File: src/rtl/indent_lexer.sv
// Indentation-aware front end: turns a character stream into CHAR/NEWLINE/INDENT/DEDENT/EOF tokens.
// Leading spaces set the target level; level changes are emitted as INDENT/DEDENT before the first char.
module indent_lexer #(
    parameter int INDENT_WIDTH = 4,
    parameter int MAX_LEVEL    = 15
) (
    input  logic       clk,
    input  logic       rst,
    input  logic       in_valid,
    output logic       in_ready,
    input  logic [7:0] in_data,
    input  logic       in_last,
    output logic       out_valid,
    input  logic       out_ready,
    output logic [2:0] out_kind,
    output logic [7:0] out_data,
    output logic [3:0] level,
    output logic       err
);
    localparam int CW = $clog2((MAX_LEVEL + 1) * INDENT_WIDTH + 1) + 1;
    localparam logic [CW-1:0] IW      = CW'(INDENT_WIDTH);
    localparam logic [CW-1:0] ML      = CW'(MAX_LEVEL);
    localparam logic [CW-1:0] CNT_MAX = {CW{1'b1}};
    localparam logic [CW-1:0] CNT_ONE = {{(CW-1){1'b0}}, 1'b1};

    localparam logic [2:0] K_CHAR   = 3'd0;
    localparam logic [2:0] K_NL     = 3'd1;
    localparam logic [2:0] K_INDENT = 3'd2;
    localparam logic [2:0] K_DEDENT = 3'd3;
    localparam logic [2:0] K_EOF    = 3'd4;

    typedef enum logic [2:0] {
        ST_BOL    = 3'd0,
        ST_ADJUST = 3'd1,
        ST_BODY   = 3'd2,
        ST_DONE   = 3'd3,
        ST_ERROR  = 3'd4
    } state_t;

    state_t        state_r, state_n;
    logic [CW-1:0] cnt_r, cnt_n;
    logic [3:0]    level_r, level_n_s;
    logic          out_valid_r, out_valid_n;
    logic [2:0]    out_kind_r, out_kind_n;
    logic [7:0]    out_data_r, out_data_n;
    logic          err_r, err_n;
    logic          pend_nl_r, pend_nl_n;
    logic          pend_eof_r, pend_eof_n;
    logic          run_r;

    logic          hold_s, free_s, take_s, is_space_s, is_nl_s;
    logic          misalign_s, too_deep_s, in_ready_s;
    logic [CW-1:0] target_s;
    logic          emit_s;
    logic [2:0]    emit_kind_s;
    logic [7:0]    emit_data_s;

    assign take_s     = out_valid_r & out_ready;
    assign hold_s     = out_valid_r & ~out_ready;
    assign free_s     = ~hold_s;
    assign is_space_s = (in_data == 8'h20);
    assign is_nl_s    = (in_data == 8'h0A);
    assign target_s   = cnt_r / IW;
    assign misalign_s = ((cnt_r % IW) != {CW{1'b0}});
    assign too_deep_s = (target_s > ML);

    // Committed level after this edge: INDENT/DEDENT count only once the consumer takes them.
    always_comb begin
        level_n_s = level_r;
        if (take_s && out_kind_r == K_INDENT) begin
            level_n_s = level_r + 4'd1;
        end else if (take_s && out_kind_r == K_DEDENT) begin
            level_n_s = level_r - 4'd1;
        end else begin
            level_n_s = level_r;
        end
    end

    // Next-state and token selection; in_ready depends on in_data because a char needing
    // INDENT/DEDENT first must be refused, not buffered.
    always_comb begin
        state_n     = state_r;
        cnt_n       = cnt_r;
        pend_nl_n   = pend_nl_r;
        pend_eof_n  = pend_eof_r;
        err_n       = err_r;
        emit_s      = 1'b0;
        emit_kind_s = K_CHAR;
        emit_data_s = 8'h00;
        in_ready_s  = 1'b0;
        case (state_r)
            ST_BOL: begin
                if (run_r && in_valid) begin
                    if (is_space_s || is_nl_s) begin
                        if (free_s) begin
                            in_ready_s = 1'b1;
                            if (in_last) begin
                                emit_s      = 1'b1;
                                emit_kind_s = K_EOF;
                                state_n     = ST_DONE;
                            end else if (is_space_s) begin
                                cnt_n = (cnt_r == CNT_MAX) ? cnt_r : cnt_r + CNT_ONE;
                            end else begin
                                cnt_n = {CW{1'b0}};
                            end
                        end else begin
                            in_ready_s = 1'b0;
                        end
                    end else if (misalign_s || too_deep_s) begin
                        state_n = ST_ERROR;
                    end else if (target_s == CW'(level_r)) begin
                        if (free_s) begin
                            in_ready_s  = 1'b1;
                            emit_s      = 1'b1;
                            emit_kind_s = K_CHAR;
                            emit_data_s = in_data;
                            pend_nl_n   = in_last;
                            pend_eof_n  = in_last;
                            state_n     = ST_BODY;
                        end else begin
                            in_ready_s = 1'b0;
                        end
                    end else begin
                        state_n = ST_ADJUST;
                    end
                end else begin
                    in_ready_s = 1'b0;
                end
            end
            ST_ADJUST: begin
                if (!free_s) begin
                    state_n = ST_ADJUST;
                end else if (CW'(level_n_s) == target_s) begin
                    state_n = ST_BOL;
                end else if (target_s > CW'(level_n_s)) begin
                    emit_s      = 1'b1;
                    emit_kind_s = K_INDENT;
                end else begin
                    emit_s      = 1'b1;
                    emit_kind_s = K_DEDENT;
                end
            end
            ST_BODY: begin
                if (pend_nl_r) begin
                    if (free_s) begin
                        emit_s      = 1'b1;
                        emit_kind_s = K_NL;
                        pend_nl_n   = 1'b0;
                    end else begin
                        pend_nl_n = 1'b1;
                    end
                end else if (pend_eof_r) begin
                    if (free_s) begin
                        emit_s      = 1'b1;
                        emit_kind_s = K_EOF;
                        pend_eof_n  = 1'b0;
                        state_n     = ST_DONE;
                    end else begin
                        pend_eof_n = 1'b1;
                    end
                end else if (in_valid && free_s) begin
                    in_ready_s = 1'b1;
                    emit_s     = 1'b1;
                    if (is_nl_s) begin
                        emit_kind_s = K_NL;
                        cnt_n       = {CW{1'b0}};
                        pend_eof_n  = in_last;
                        state_n     = in_last ? ST_BODY : ST_BOL;
                    end else begin
                        emit_kind_s = K_CHAR;
                        emit_data_s = in_data;
                        pend_nl_n   = in_last;
                        pend_eof_n  = in_last;
                    end
                end else begin
                    in_ready_s = 1'b0;
                end
            end
            ST_DONE: begin
                state_n = ST_DONE;
            end
            ST_ERROR: begin
                err_n = 1'b1;
            end
            default: begin
                state_n = ST_ERROR;
            end
        endcase
    end

    // Output register staging: a stalled token is held; entering ERROR drops everything pending.
    always_comb begin
        out_valid_n = hold_s;
        out_kind_n  = out_kind_r;
        out_data_n  = out_data_r;
        if (state_n == ST_ERROR) begin
            out_valid_n = 1'b0;
            err_n_guard();
        end else if (emit_s) begin
            out_valid_n = 1'b1;
            out_kind_n  = emit_kind_s;
            out_data_n  = emit_data_s;
        end else begin
            out_valid_n = hold_s;
        end
    end

    function automatic void err_n_guard();
    endfunction

    // State and output registers.
    always_ff @(posedge clk or posedge rst) begin
        if (rst) begin
            state_r     <= ST_BOL;
            cnt_r       <= {CW{1'b0}};
            level_r     <= 4'd0;
            out_valid_r <= 1'b0;
            out_kind_r  <= 3'd0;
            out_data_r  <= 8'h00;
            err_r       <= 1'b0;
            pend_nl_r   <= 1'b0;
            pend_eof_r  <= 1'b0;
            run_r       <= 1'b0;
        end else begin
            state_r     <= state_n;
            cnt_r       <= cnt_n;
            level_r     <= level_n_s;
            out_valid_r <= out_valid_n;
            out_kind_r  <= out_kind_n;
            out_data_r  <= out_data_n;
            err_r       <= (state_n == ST_ERROR) ? 1'b1 : err_n;
            pend_nl_r   <= (state_n == ST_ERROR) ? 1'b0 : pend_nl_n;
            pend_eof_r  <= (state_n == ST_ERROR) ? 1'b0 : pend_eof_n;
            run_r       <= 1'b1;
        end
    end

    assign in_ready  = in_ready_s;
    assign out_valid = out_valid_r;
    assign out_kind  = out_kind_r;
    assign out_data  = out_data_r;
    assign level     = level_r;
    assign err       = err_r;
endmodule

File: config.mk
export PLATFORM = sky130hd
export DESIGN_NAME = indent_lexer
export DESIGN_NICKNAME = d
export VERILOG_FILES = /design/src/rtl/indent_lexer.sv
export SDC_FILE = /design/constraint.sdc
export NUM_CORES = 1
export LEC_CHECK = 0
export CORE_UTILIZATION = 48
export DETAILED_ROUTE_END_ITERATION = 10
export GPL_ROUTABILITY_DRIVEN = 0
export PLACE_DENSITY = 0.76
export REMOVE_ABC_BUFFERS = 1
export SKIP_CTS_REPAIR_TIMING = 1
export SKIP_LAST_GASP = 1
export SYNTH_ARGS = -nofsm -noshare
export SYNTH_HDL_FRONTEND = slang
export SYNTH_SLANG_ARGS = --single-unit
File: constraint.sdc
create_clock -name clk -period 2.34 [get_ports clk]
set_clock_uncertainty 0.15 [all_clocks]
set_input_delay 0.468 -clock clk [delete_from_list [all_inputs] [get_ports clk]]
set_output_delay 0.468 -clock clk [all_outputs]
set_load 0.05 [all_outputs]
==> flow_summary.json <==
{
  "vias": 2054,
  "synth_top_area_cell": "dfrtp_1",
  "finalInstanceArea_mm2": 0.00307,
  "setup_ws_ns": -0.302,
  "drv_cap": 0,
  "synth.avg_cell_area_um2": 9.76,
  "initial_core_util": 0.509,
  "end_kind": "primary output",
  "yosys-top-cells-count": "31 x dfrtp_1, 15 x o21ai_0, 14 x nand2_1",
  "grt_pass1_wl_um": 8650,
  "track_usage": 0.278,
  "rows": 22,
  "tns_ns": -3.35,
  "cts_tree": "done",
  "violations": "negative setup slack",
  "met2WireLength_um": 3150,
  "synth-seq-cells": 31,
  "ys_seq_area_frac": 0.410,
  "ys.flop_type": "dfrtp_1",
  "die_y_um": 64.8,
  "yosys_warnings": 0,
  "cp_max_fo": 5,
  "port_buffers": 30,
  "p_int_mw": 0.917,
  "run_status": "complete, but fails checks",
  "tightest_slew_ns": 0.521,
  "grt_setup_unrepaired": "yes",
  "swShare": 0.218,
  "power_density_mw_per_mm2": 382,
  "wl_met1_um": 2680,
  "ant_nets": 0,
  "first_pass_iters": 4,
  "drc": 0,
  "totalWireLength_um": 6510,
  "synth.most_common_cell": "dfrtp_1",
  "antenna_found_initial": 0,
  "post_dp_cell_area_mm2": 0.00264,
  "switchingPower_mw": 0.255,
  "grt_overflow": 0,
  "synthesis.instances": 194,
  "top_layer_used": "met4",
  "first_global_vias": 1894,
  "final_nets": 313,
  "netlist-cell-type-count": 61,
  "numCtsBuffers": 5,
  "synth_top_cells_by_area": "dfrtp_1 41%, ha_1 5.3%, o21ai_0 4.0%",
  "min_path_type": "register to register",
  "critPathKind": "register to primary output",
  "setup_viol_count_final": 16,
  "synthArstFlopShare": 1.00,
  "finalCritPeriodShare": 1.13,
  "syn2layout_area_growth_pct": 61.9,
  "vias_per_cell": 6.02,
  "wl_per_cell_um": 19.1,
  "coreArea_mm2": 0.00372,
  "synth_edf_count": 0,
  "drt-initial-drc-count": 207,
  "crit_required_ns": 1.72,
  "pwr-share-comb": 0.061,
  "power_mw": 1.17,
  "dieArea_mm2": 0.00420,
  "syn_area_mm2": 0.00189,
  "synth.top_cell.area_share": 0.410,
  "fp.dieW_um": 64.8,
  "drive_above_1_share": 0.389,
  "ir_worst_vdd_v": 0.000413,
  "io_pins": 31,
  "max_slew_margin": 0.652,
  "cp.arrival_ns": 2.02,
  "total_leakage_power_nw": 1.40,
  "hold_viol_final": 0,
  "cts_max_path_buffers": 2,
  "path_clk_slew_ns": 0.07,
  "layout_min_cycle_time_ns": 2.64,
  "grt_max_degree": 32,
  "fmax_mhz": 378,
  "slew_viol_final": 0,
  "clkPwrFrac": 0.480,
  "htreeDepth": 2,
  "wl_met3_um": 445,
  "critPathLaunchType": "register",
  "cts-root-buf": "clkbuf_8",
  "clock_insertion_delay_worst_skew_ns": 0.29,
  "dp.final_hpwl_um": 4020,
  "n_antenna_cell": 0,
  "cts.sinks": 31,
  "final_util": 0.825,
  "seqPwrFrac": 0.458
}
[layout by cell type, fill, tap and decap left out, types with 2 or more instances in the layout]
cell type | Yosys | layout
nor3_1 | 5 | 5
nand2_1 | 14 | 12
or4_4 | 2 | 3
clkdlybuf4s50_1 | 0 | 20
dfrtp_1 | 31 | 31
nor4_4 | 0 | 3
or3b_2 | 2 | 2
or3_2 | 2 | 2
a32o_1 | 2 | 2
clkbuf_2 | 1 | 2
and3_1 | 2 | 2
buf_6 | 1 | 5
o21a_1 | 2 | 2
nand2_2 | 0 | 2
nand4_1 | 3 | 3
nand2b_1 | 3 | 3
o21ai_1 | 1 | 5
nand3_1 | 7 | 6
nor4_1 | 4 | 2
clkbuf_8 | 1 | 6
and2_1 | 2 | 2
nand4b_1 | 2 | 2
o21ai_0 | 15 | 10
a22o_1 | 5 | 5
xor2_1 | 2 | 2
ha_1 | 8 | 4
buf_4 | 1 | 59
dlymetal6s2s_1 | 0 | 6
buf_12 | 0 | 2
o31ai_1 | 6 | 4
a31oi_1 | 3 | 2
inv_1 | 11 | 11
nor2_1 | 12 | 12
xnor2_1 | 6 | 6
or3_1 | 3 | 3
ha_4 | 0 | 4
[logic make-up after synthesis]
group | after synthesis | share of synthesized area
XOR/XNOR | 8 | 0.0370
other | 1 | 0.00198
adder cells (fa/ha/maj) | 8 | 0.0529
multiplexers | 2 | 0.0112
buffers and inverters | 16 | 0.0443
flip-flops | 31 | 0.410
AND/OR/NAND/NOR | 80 | 0.258
AO/OA/AOI/OAI | 48 | 0.185
[power by group through the flow]
stage / logic, mW / registers, mW / clock network, mW
after floorplan: 0.0166 / 0.547 / 0
after global placement: 0.0663 / 0.547 / 0
after detailed placement: 0.0674 / 0.547 / 0
after CTS: 0.0678 / 0.537 / 0.566
after global routing: 0.0760 / 0.537 / 0.597
final: 0.0717 / 0.537 / 0.563
[layer usage]
| layer | up-vias | GRT usage |
|---|---|---|
| met5 | - | 0 |
| met4 | 0 | 0.106 |
| met3 | 27 | 0.0634 |
| met2 | 96 | 0.443 |
| met1 | 993 | 0.365 |
| li1 | 938 | - |
[through the flow]
step / std cells / worst slack [ns] / hold WS, ns
after floorplan: 189 / -0.644 / 0.325
after global placement: 321 / -0.801 / 0.305
after detailed placement: 321 / -0.889 / 0.310
after CTS: 329 / -0.596 / 0.329
after global routing: 341 / -0.430 / 0.333
final: 341 / -0.302 / 0.327
[path summary, 6_finish.rpt]
path,start,end,slack (ns),cells past startpoint
setup / recovery,level[1],in_ready,-0.30,9
hold / removal,err,err,0.33,1
setup reg to reg,level[1],out_kind[0],-0.30,13
hold reg to reg,err,err,0.33,1
max in group asynchronous,rst,out_data[3],1.33,3
min in group asynchronous,rst,level[1],0.41,3
[registers in the layout (all words and copies together) (netlist names)]
register	flops
out_kind	3
err	1
state_r	3
out_data	8
cnt_r	8
out_valid	1
pend_nl_r	1
pend_eof_r	1
run_r	1
level	4
[worst max-delay path, stage by stage (launching register included)]
cell and delay [ns]:
dfrtp_1 0.42, buf_6 0.15, buf_4 0.13, xnor2_1 0.16, nand4_1 0.17, buf_4 0.20
nor2_1 0.14, o21ai_1 0.10, nand2_1 0.11, buf_12 0.15
[layout make-up]
type	instances	area, um^2
Sequential cell	31	776
Inverter	11	41.3
Tap cell	48	60.1
Fill cell	204	651
Timing Repair Buffer	95	840
Clock inverter	2	35.0
Clock buffer	6	82.6
Multi-Input combinational cell	148	1230
(Power assumes the default switching activity.)
==> RTL edit: new RTL, same settings <==
`MAX_LEVEL`: 15 -> 14.
--- a/src/rtl/indent_lexer.sv
+++ b/src/rtl/indent_lexer.sv
@@ -2,7 +2,7 @@
 // Leading spaces set the target level; level changes are emitted as INDENT/DEDENT before the first char.
 module indent_lexer #(
     parameter int INDENT_WIDTH = 4,
-    parameter int MAX_LEVEL    = 15
+    parameter int MAX_LEVEL    = 14
 ) (
     input  logic       clk,
     input  logic       rst,
Formal check against the unedited RTL: no difference found for any inputs over 10 cycles, from zero or initial values and one cycle with rst high; that may be too few to reach the edited logic, so the function may still have changed.
==> RTL edit against the original RTL <==
- the run still ends with negative setup slack left
- highest routed layer unchanged
- synthesized area fell by 1.7%
- critical path type is now reg -> reg
- design area rose by 0.49%
- wire length fell by 6.1%
- count of clock-buffer cells in the layout did not move
- worst setup slack got worse by 0.14 ns
- cell count fell by 2.9%
- sequential cell count fell by 1
Power is not compared: it rests on default switching activity, and its combinational part moved more than twofold at a synthesized area within 25%.
==> RTL edit: results (changes against the original RTL) <==
[outcome]
outcome = complete, but fails checks
violations = negative setup slack

[global_routing]
antenna_violations_before_repair = 0  ; unchanged
first_global_vias = 1923  ; +1.5%
grt_util_all_layers_pct = 27.4  ; -0.43 points
grt_max_degree = 31  ; -3.1%
grt_first_pass_wirelength_microns = 8570  ; -0.96%

[yosys]
post_synth_fa_ha_maj_area_fraction_pct = 5.38  ; +0.089 points
yosys.area_share.xor_xnor_pct = 3.76  ; +0.062 points
share_of_the_synthesized_area_in_compound_gates_ao_oa_aoi_oai_pct = 22.2  ; +3.7 points
largest_family_of_logic_cells_by_synthesized_area = compound AO/OA/AOI/OAI gates
ys_top_cells_by_area = sky130_fd_sc_hd__dfrtp_1 40%, sky130_fd_sc_hd__ha_1 5.4%, sky130_fd_sc_hd__inv_1 3.0%, sky130_fd_sc_hd__a22o_1 2.8%, sky130_fd_sc_hd__o41ai_1 2.8%
synth-warning-count = 0  ; unchanged
synthMuxAreaShare_pct = 1.61  ; +0.49 points
synth_seq_area_share_pct = 40.3  ; -0.66 points
synth.distinct_cells = 60  ; -1.6%
synth_top_cells_by_count = 30 x sky130_fd_sc_hd__dfrtp_1, 15 x sky130_fd_sc_hd__inv_1, 9 x sky130_fd_sc_hd__nand2_1
ys_async_sr_fraction_pct = 100  ; unchanged

[layout]
largest_register_ff_count = 8
finalNetCount = 305  ; -2.6%
post_route_cells_drive_above_1_share_pct = 42.8  ; +3.8 points
num_antenna_cells = 0  ; unchanged

[timing]
max_slew_margin_pct = 65.5  ; +0.40 points
final.setup.worst_slack_ns = -0.439  ; -0.137 ns
finalSetupViolCount = 15  ; -1
fin_setup_tns_ns = -5.50  ; -2.15 ns

[power_and_ir_drop]
power.ir.vdd_worst_v = 0.000305
power.static_leakage_uw = 0.00144

[placement]
post_place_setup_slack_ns = -1.08  ; -0.191 ns
dpl.hpwl_microns = 3850  ; -4.3%
io_buffers = 30  ; unchanged

[drt]
drt_antenna_net_count = 0  ; unchanged
detail_route.first_pass.iterations = 4  ; unchanged
detail_route.wirelength_microns = 6110  ; -6.1%
drt-initial-drc-count = 146  ; -29%
via_per_inst = 6.05  ; +0.51%

[clocking]
clock_h_tree_levels = 2  ; unchanged
clk_root_buffer_cell = sky130_fd_sc_hd__clkbuf_8
tritoncts.num_buffers = 5  ; unchanged
clk_transition_reported_paths_ns = 0.07  ; about the same
clk-insertion-delay-late_ns = 0.29  ; about the same
clk_path_buf_depth = 2  ; unchanged

[hold_path]
hold_path.class = in -> reg
hold_path_depth = 2  ; +1

[setup_path]
timing.critical_path.arrival_ns = 2.80  ; +0.78 ns
critical_path.max_fanout = 8  ; +3
r2r.worst_path.cells = 12  ; -1

[RTL edit: critical path: stages, from the launching register on]
cell,delay [ns]
sky130_fd_sc_hd__dfrtp_1,0.43
sky130_fd_sc_hd__buf_6,0.16
sky130_fd_sc_hd__ha_4,0.15
sky130_fd_sc_hd__mux2i_2,0.16
sky130_fd_sc_hd__nor2_2,0.08
sky130_fd_sc_hd__xor2_1,0.24
sky130_fd_sc_hd__inv_1,0.12
sky130_fd_sc_hd__ha_4,0.24
sky130_fd_sc_hd__a41o_1,0.20
sky130_fd_sc_hd__a211oi_2,0.29
sky130_fd_sc_hd__nor3_4,0.10
sky130_fd_sc_hd__buf_12,0.16
sky130_fd_sc_hd__a32o_1,0.19
[RTL edit: cells by family (layout without fill, tap and decap cells)]
group,after synthesis,count (layout)
fa+ha+maj,8,8
other cells,1,1
compound gates,52,52
simple gates,64,64
flops,30,30
buf+inv,23,117
mux,3,3
xor+xnor,8,8
[RTL edit: worst paths after layout]
check,from,endpoint,slack [ns]
setup / recovery,level[1],out_data[3],-0.44
hold / removal,in_data[4],out_data[4],0.28
setup reg to reg,level[1],out_data[3],-0.44
hold reg to reg,err,err,0.32
max in group asynchronous,rst,cnt_r[3],1.33
min in group asynchronous,rst,level[1],0.40
[RTL edit: layout make-up]
cell class / instances / area (sq um)
timing repair buffer: 96 / 851
inverter: 15 / 56.3
clock buffer: 6 / 82.6
fill: 202 / 608
tap: 48 / 60.1
sequential: 30 / 753
multi-input combinational: 136 / 1280
[RTL edit: metal layers]
layer	part of all wire (%)	GRT usage [%]	vias up
met5	0	0	-
met4	4.0	13.3	0
met3	5.7	7.32	28
met2	51	49.2	100
met1	39	29.2	970
li1	-	-	906
[RTL edit: where the power goes]
| part | internal [uW] | switching, uW | leakage, uW |
|---|---|---|---|
| Clock | 226 | 189 | 0.0000431 |
| Combinational | 280 | 297 | 0.00101 |
| Sequential | 551 | 40.2 | 0.000387 |
| Total | 1060 | 526 | 0.00144 |
[RTL edit: through the flow]
step	util (%)	instances	hold WS [ns]	instance area [sq um]	power, uW
global route	83.5	331	0.303	3080	1640
detailed placement	70.5	312	0.312	2600	1020
global placement	70.5	312	0.299	2600	998
CTS	72.7	318	0.325	2680	1430
floorplan	-	181	0.363	1820	813
finish	83.5	331	0.277	3080	1580
